### config.mk
export PLATFORM = sky130hd
export DESIGN_NAME = sdram_arbiter
export DESIGN_NICKNAME = d
export VERILOG_FILES = /design/src/rtl/sdram_arbiter.sv
export SDC_FILE = /design/constraint.sdc
export NUM_CORES = 1
export LEC_CHECK = 0
export CAP_MARGIN = 5
export CORE_MARGIN = 2
export CORE_UTILIZATION = 48
export CTS_CLUSTER_DIAMETER = 60
export DETAILED_ROUTE_END_ITERATION = 7
export MAX_ROUTING_LAYER = met4
export PLACE_DENSITY = 0.85
export SYNTH_ARGS = -nofsm -noshare
export SYNTH_HDL_FRONTEND = slang
export SYNTH_SLANG_ARGS = --single-unit
### constraint.sdc
create_clock -name clk -period 4.8 [get_ports clk]
set_input_delay 1.44 -clock clk [delete_from_list [all_inputs] [get_ports clk]]
set_output_delay 1.44 -clock clk [all_outputs]
set_load 0.02 [all_outputs]
### src/rtl/sdram_arbiter.sv
// Two-port (instruction/data) arbiter in front of a single-request SDRAM host.
// Define SDRAM_ARB_ROUND_ROBIN_EN for round-robin ties; otherwise the data port always wins.
module sdram_arbiter #(
    parameter int unsigned WAIT_TIMEOUT = 1023
) (
    input  logic        clk,
    input  logic        rst,
    // instruction port (read-only)
    input  logic        i_access,
    input  logic [31:2] i_addr,
    output logic [31:0] i_rdata,
    output logic        i_ack,
    output logic        i_err,
    // data port
    input  logic        d_access,
    input  logic [31:2] d_addr,
    input  logic [31:0] d_wdata,
    input  logic        d_wr_en,
    input  logic [3:0]  d_bytesel,
    output logic [31:0] d_rdata,
    output logic        d_ack,
    output logic        d_err,
    // SDRAM host request
    output logic        cs,
    output logic [31:2] h_addr,
    output logic [31:0] h_wdata,
    output logic        h_wr_en,
    output logic [3:0]  h_bytesel,
    // SDRAM host response
    input  logic [31:0] h_rdata,
    input  logic        h_compl,
    input  logic        h_config_done,
    output logic        busy
);

    localparam int CW = $clog2(WAIT_TIMEOUT + 1);

    typedef enum logic [1:0] {
        IDLE  = 2'd0,
        ISSUE = 2'd1,
        WAIT  = 2'd2,
        RESP  = 2'd3
    } state_t;

    state_t        r_state, w_state_nxt;
    logic [CW-1:0] r_wait_cnt;
    logic          r_gnt_d;
    logic          w_grant, w_pick_d, w_done, w_timeout, w_wait_expired;

`ifdef SDRAM_ARB_ROUND_ROBIN_EN
    logic r_last_d;

    // Tie goes to whichever port was not served last.
    always_comb w_pick_d = d_access && (!i_access || !r_last_d);

    always_ff @(posedge clk) begin
        if (rst)          r_last_d <= 1'b1;
        else if (w_grant) r_last_d <= w_pick_d;
    end
`else
    always_comb w_pick_d = d_access;
`endif

    assign w_wait_expired = (32'(r_wait_cnt) + 32'd1) >= WAIT_TIMEOUT;
    assign busy           = (r_state != IDLE);

    always_ff @(posedge clk) begin
        if (rst) r_state <= IDLE;
        else     r_state <= w_state_nxt;
    end

    always_comb begin
        w_state_nxt = r_state;
        w_grant     = 1'b0;
        w_done      = 1'b0;
        w_timeout   = 1'b0;
        case (r_state)
            IDLE: begin
                if (h_config_done && (i_access || d_access)) begin
                    w_grant     = 1'b1;
                    w_state_nxt = ISSUE;
                end
            end
            ISSUE: w_state_nxt = WAIT;
            WAIT: begin
                if (h_compl) begin
                    w_done      = 1'b1;
                    w_state_nxt = RESP;
                end else if (w_wait_expired) begin
                    w_timeout   = 1'b1;
                    w_state_nxt = RESP;
                end
            end
            RESP:    w_state_nxt = IDLE;
            default: w_state_nxt = IDLE;
        endcase
    end

    always_ff @(posedge clk) begin
        if (rst) begin
            cs         <= 1'b0;
            h_addr     <= '0;
            h_wdata    <= '0;
            h_wr_en    <= 1'b0;
            h_bytesel  <= '0;
            r_gnt_d    <= 1'b0;
            r_wait_cnt <= '0;
            i_ack      <= 1'b0;
            i_err      <= 1'b0;
            i_rdata    <= '0;
            d_ack      <= 1'b0;
            d_err      <= 1'b0;
            d_rdata    <= '0;
        end else begin
            // cs is high exactly while the FSM sits in ISSUE
            cs <= w_grant;

            if (w_grant) begin
                r_gnt_d   <= w_pick_d;
                h_addr    <= w_pick_d ? d_addr : i_addr;
                h_wdata   <= w_pick_d ? d_wdata : 32'd0;
                h_wr_en   <= w_pick_d & d_wr_en;
                h_bytesel <= w_pick_d ? d_bytesel : 4'b1111;
            end

            if (r_state == WAIT && w_state_nxt == WAIT) r_wait_cnt <= r_wait_cnt + CW'(1);
            else                                        r_wait_cnt <= '0;

            if (w_done || w_timeout) begin
                i_ack   <= !r_gnt_d;
                d_ack   <= r_gnt_d;
                i_err   <= !r_gnt_d && w_timeout;
                d_err   <= r_gnt_d && w_timeout;
                i_rdata <= (!r_gnt_d && w_done && !h_wr_en) ? h_rdata : 32'd0;
                d_rdata <= (r_gnt_d && w_done && !h_wr_en) ? h_rdata : 32'd0;
            end else if (r_state == RESP) begin
                // response is only valid alongside its ack
                i_ack   <= 1'b0;
                d_ack   <= 1'b0;
                i_err   <= 1'b0;
                d_err   <= 1'b0;
                i_rdata <= '0;
                d_rdata <= '0;
            end
        end
    end

endmodule

==> impl_results.md, run 1 <==
- Synth unique cells: 52
- Worst slew pin tran: 1160 ps
- CP max FO: 4
- Core Area: 14400 sq um
- Total gr overflow: 0
- Max Fclk: 304 MHz
- Total wire length: roughly 23 mm
- Post-synthesis register bit count: 149
- Clk slew on worst S/H paths: 60 ps
- Pre-antenna DRT Iters: 5
- Die area: 15600 sq um
- Worst vdd ir: 362 uV
- Top Metal Used: met4
- Via count: 7401
- Final Skew: 9.67 ps
- Die H: 125 um
- Clk root buf: clkbuf_16
- Postcts setup bufs: 0
- Post-Synthesis Cells: slightly above 800
- Max-cap viol count: 0
- Seq/Total Area, Yosys: 0.425
- Worst setup SP type: flop
- PwrDens: 484 nW/um^2
- Synth top area share: 0.425
- Primary FF master, synth: dfxtp_1
- Crit path DAT: 1850 ps
- Place WS: 1420 ps
- Vias in the first global route: 7100
- Ant diodes: 0
- Final Hold Fails: 0
- Cell Area, Synth: 7020 sq um
- Critical Path End Type: output pin
- GP Congestion: 0.844
- I/O Buffers: ~270
- Async S/R FF share, synth: 0
- Area contributors post-synth: dfxtp_1 (43%), a21oi_1 (8.1%), nand3_1 (7.8%), a31o_2 (7.5%), a22oi_1 (6.8%)
- Largest net degree at the start of global routing: 79
- Layout Utilization: 0.715
- Syn-to-layout area delta: 46.9%
- DPL Wire Length: between 10 and 15 mm
- Syn_nets: 964
- Worst Setup Path Type: reg2out
- Final setup TNS: 0 ps
- Fraction of layout cells with a size suffix above 1: 0.112
- Minimum clock period: 3290 ps
- Pleak: around 0.0035 uW
- Residual DRC: 0
- CTS buffer count: 17
- Remaining antenna violation count: 0
- # clock sinks: 149
- Clock Path Buffers: 2
- Global-route wire length before repair: 36.4 mm
- DRC violation total after the first TritonRoute iteration: 753
- Post-CTS resize count: 0
- Vias per cell: about 6.0
- Starting Density: 0.486
- Final worst setup slack: around 1500 ps
- Max Slew Vio Count: 0
- Total number of yosys warnings: 0
- Critical path data required time: 3360 ps
- Met2 wire len: between 10 and 15 mm
- Status: finished, final reports clean
- Row count: 44
- CTS tree: built
- Routed WL per cell: 18.6 um
- GRT Resource Usage Total: 0.294
- Rel. slew slack: 0.227
- Initial antenna violation count: 0
- Dominant cell type by area after synthesis: dfxtp_1
- Final setup fails: 0
- Worst min-delay path class: reg2reg
- Post-Syn Area per Cell: ~8.5 sq um
- Worst-Skew Late Latency: 420 ps
- Num ports: between 200 and 300
- Met3 Wirelength: 2.10 mm
- Final Cycle Share: 0.685
- H-Tree Depth: 4
- Nets: 1174
- M1 WL: between 8 and 9 mm
- Chip width: 125 um
- EDFF count, synth: 0
- CTS Hold Buffers Added: 0
- RSZ-0062 raised after global routing: false
per-layer routing:
layer / up-vias / track usage
li1: 3494 / -
met1: 3482 / 0.352
met2: 377 / 0.466
met3: 48 / 0.0881
met4: 0 / 0.118
met5: - / -
state kept, by name, indices dropped and copies added, names as in the netlist, 2 cells and up:
name and count:
h_wdata 32, i_rdata 32, h_addr 30, r_wait_cnt 10, d_rdata 32, h_bytesel 4, r_state 2
final timing paths:
| kind | startpoint | to | slack, ps | depth (start not counted) |
|---|---|---|---|---|
| worst max register to register | r_wait_cnt[0]$_SDFF_PP0_ | d_rdata[17]$_SDFFE_PP0P_ | 1630 | 7 |
| worst max-delay path | r_state[0]$_SDFF_PP0_ | busy | 1510 | 4 |
| worst min-delay path | h_wdata[12]$_SDFFE_PP0P_ | h_wdata[12]$_SDFFE_PP0P_ | 450 | 2 |
| worst min register to register | h_wdata[12]$_SDFFE_PP0P_ | h_wdata[12]$_SDFFE_PP0P_ | 450 | 2 |
worst max-delay path, stage by stage (launching register included):
cell	delay (ps)
dfxtp_1	390
inv_1	120
ha_1	240
inv_1	60
clkdlybuf4s50_1	620
synthesized netlist by cell type, drive strengths merged, types with 3 or more instances:
library cell	n
xor2	3
nor3	8
nor3b	7
a211oi	30
nand2	45
a31o	64
ha	6
o31ai	3
a22oi	64
inv	7
mux2i	30
xnor2	5
nor4	3
a21oi	114
clkbuf	68
nand4	6
nand3	109
dfxtp	149
buf	25
nor2	46
where the power goes:
group	total (uW)	internal (uW)	switching (uW)
Combinational	1930	900	1030
Sequential	1680	1490	186
Clock	1380	877	504
area by class of cell:
type                       count  area (sq um)
sequential                   149          2980
fill                        1070          4120
tap                          184           230
inverter                       7          26.3
clock buffer                  21           450
multi-input combinational    574          3650
clock inverter                10           154
timing repair buffer         284          2820
cell families (layout without fill, tap and decap cells):
logic type / count (synthesis) / in the layout / share of synthesized area
AOI/OAI and AO/OA: 290 / 290 / 0.285
and+or+nand+nor: 240 / 240 / 0.165
adders and majority gates: 6 / 6 / 0.0107
DFF: 149 / 149 / 0.425
buffers and inverters: 100 / 322 / 0.0610
muxes: 30 / 30 / 0.0428
xor gates and xnor gates: 8 / 8 / 0.00999
cells in the final DEF, fill, tap and decap left out, drive strengths merged, types with 7 or more instances in the layout:
cell,Yosys,layout
dfxtp,149,149
a22oi,64,64
nor2,46,46
nand2,45,45
a31o,64,64
clkbuf,68,21
mux2i,30,30
inv,7,8
a211oi,30,30
nor3,8,8
nor3b,7,7
nand3,109,109
a21oi,114,114
clkdlybuf4s50,0,269
buf,25,15
per-stage QoR:
stage | instance area (sq um) | power [uW] | cells | hold WS (ps)
6_report | 10300 | 4990 | 1229 | 449
5_1_grt | 10300 | 5240 | 1229 | 477
4_1_cts | 10300 | 5010 | 1229 | 452
3_5_place_dp | 9700 | 3620 | 1198 | 446
3_3_place_gp | 9700 | 3590 | 1198 | 437
2_1_floorplan | 7020 | 2790 | 823 | 491
(Power assumes the default switching activity.)
==> inputs of run 2 (changes only) <==
Settings changed: CORE_UTILIZATION 48 to 40, PLACE_DENSITY 0.85 to 0.75.
Clock period 4.8 ns to 2.65 ns, I/O delays scaled along.
==> impl_results.md, run 2 (synthesized netlist as in run 1, its figures left out) <==
- Fraction of layout cells with a size suffix above 1: 0.131 (+0.0187)
- RSZ-0062 raised after global routing: false
- Total wire length: 23.5 mm (+3.0%)
- Finished Layout Cells: 1289 (+4.9%)
- CTS Hold Buffers Added: 0 (unchanged)
- Ant diodes: 0 (unchanged)
- Worst min-delay path class: reg2reg
- Final hold slack: 451 ps (+2.01 ps)
- Largest net degree at the start of global routing: 71 (-10%)
- Area of the multi-input gates: 3650 sq um (about the same)
- Die H: 136 um (+9.2%)
- Max-cap viol count: 0 (unchanged)
- Final Cycle Share: 0.894
- Worst Setup Path Type: reg2out
- FILL cells: 1500 (+40%)
- Overall power: 9200 uW (+84%)
- CP max FO: 4 (unchanged)
- Starting Density: 0.407 (-0.0794)
- Clk root buf: clkbuf_16
- Final Skew: 8.15 ps (-1.52 ps)
- Minimum clock period: ~2400 ps
- Remaining antenna violation count: 0 (unchanged)
- Commonest non-fill, non-tap cells in the layout: clkdlybuf4s50_1 (268), dfxtp_1 (149), a21oi_1 (112)
- Worst setup SP type: flop
- Residual DRC: 0 (unchanged)
- GRT Resource Usage Total: 0.253 (-0.0410)
- Post-CTS resize count: 1 (+1)
- Inst Count DP: 1257 (+4.9%)
- H-Tree Depth: 4 (unchanged)
- Biggest regs: d_rdata x32, h_wdata x32, i_rdata x32
- Die area: 18600 sq um (+19%)
- Global-route wire length before repair: 35.8 mm (-1.6%)
- I/O Buffers: 271 (unchanged)
- Worst slew pin tran: 684 ps (-476 ps)
- Initial antenna violation count: 0 (unchanged)
- Commonest non-fill, non-tap cell in the layout: clkdlybuf4s50_1
- Clk slew on worst S/H paths: 60 ps (about the same)
- Final Hold Fails: 0 (unchanged)
- Critical path data required time: 1860 ps (-1500 ps)
- Nets: 1192 (+1.5%)
- Pleak: 0.00367 uW (+3.6%)
- GP Congestion: 0.831 (-1.5%)
- # clock sinks: 149 (unchanged)
- Final setup fails: 0 (unchanged)
- Postcts setup bufs: 0 (unchanged)
- Worst vdd ir: 454 uV (+26%)
- CTS tree: built
- Crit path DAT: 1570 ps (-280 ps)
- Core Area: 17200 sq um (+20%)
- Worst-Skew Late Latency: 420 ps (about the same)
- Vias per cell: 5.65 (-6.2%)
- Register area: 2980 sq um (unchanged)
- Max Slew Vio Count: 0 (unchanged)
- DRC violation total after the first TritonRoute iteration: 424 (-44%)
- Chip width: 136 um (+9.2%)
- Critical Path End Type: output pin
- Syn-to-layout area delta: 51.2%
- Row count: 48 (+9.1%)
- Rel. slew slack: 0.544 (+0.317)
- PwrDens: 867 nW/um^2 (+79%)
- Via count: 7283 (-1.6%)
- CTS buffer count: 17 (unchanged)
- Max Fclk: ~420 MHz
- Pre-antenna DRT Iters: 5 (unchanged)
- DPL Wire Length: 15.7 mm (+6.2%)
- Num ports: 272 (unchanged)
- Total gr overflow: 0 (unchanged)
- Clock Path Buffers: 2 (unchanged)
- Status: finished, final reports clean
- Final setup TNS: 0 ps (unchanged)
- Vias in the first global route: 6795 (-4.3%)
- Routed WL per cell: 18.3 um (-1.8%)
## run 2: cell count changes in the layout (fill, tap and decap cells not counted), moves of 2 or more
cell	change
clkinv_2	-5
buf_4	+11
inv_6	+3
buf_12	+7
clkinv_4	+2
clkbuf_1	-3
clkbuf_8	+2
clkinvlp_4	+3
## run 2: path summary, 6_finish.rpt
path / start / cells after the start / slack (ps) / to
setup / recovery: r_state[0]$_SDFF_PP0_ / 4 / 280 / busy
hold / removal: h_wdata[5]$_SDFFE_PP0P_ / 2 / 450 / h_wdata[5]$_SDFFE_PP0P_
setup reg to reg: r_wait_cnt[1]$_SDFF_PP0_ / 7 / 510 / d_rdata[7]$_SDFFE_PP0P_
hold reg to reg: h_wdata[5]$_SDFFE_PP0P_ / 2 / 450 / h_wdata[5]$_SDFFE_PP0P_
## run 2: final cells by class
cell class                      count  share of cell area
Multi-Input combinational cell    574               0.344
Timing Repair Buffer              302               0.286
Sequential cell                   149               0.281
Clock buffer                       20              0.0440
Tap cell                          225              0.0265
Clock inverter                     12              0.0156
Inverter                            7             0.00248
## run 2: worst max-delay path, cell delays in order (launching register included)
cell	delay (ps)
dfxtp_1	390
inv_1	110
ha_1	250
inv_1	70
dlygate4sd2_1	340
## run 2: metal layers
layer | vias to the layer above | track usage | wire (um)
met2 | 287 | 0.404 | 11500
met4 | 0 | 0.0741 | 403
li1 | 3519 | - | -
met5 | - | - | 0
met1 | 3448 | 0.308 | 9690
met3 | 29 | 0.0779 | 1980
## run 2: report_power, final
part | leakage [uW] | switching (uW) | internal [uW] | total, uW
Clock | 0.000300 | 999 | 1570 | 2570
Sequential | 0.00121 | 330 | 2710 | 3030
Combinational | 0.00216 | 1880 | 1720 | 3600
## run 2: through the flow
| step | util | setup slack (ps) | instance area [sq um] |
|---|---|---|---|
| 2_1_floorplan | - | 457 | 7020 |
| 3_3_place_gp | 0.579 | 274 | 9980 |
| 3_5_place_dp | 0.579 | 250 | 9980 |
| 4_1_cts | 0.616 | 254 | 10600 |
| 5_1_grt | 0.616 | 186 | 10600 |
| 6_report | 0.616 | 281 | 10600 |
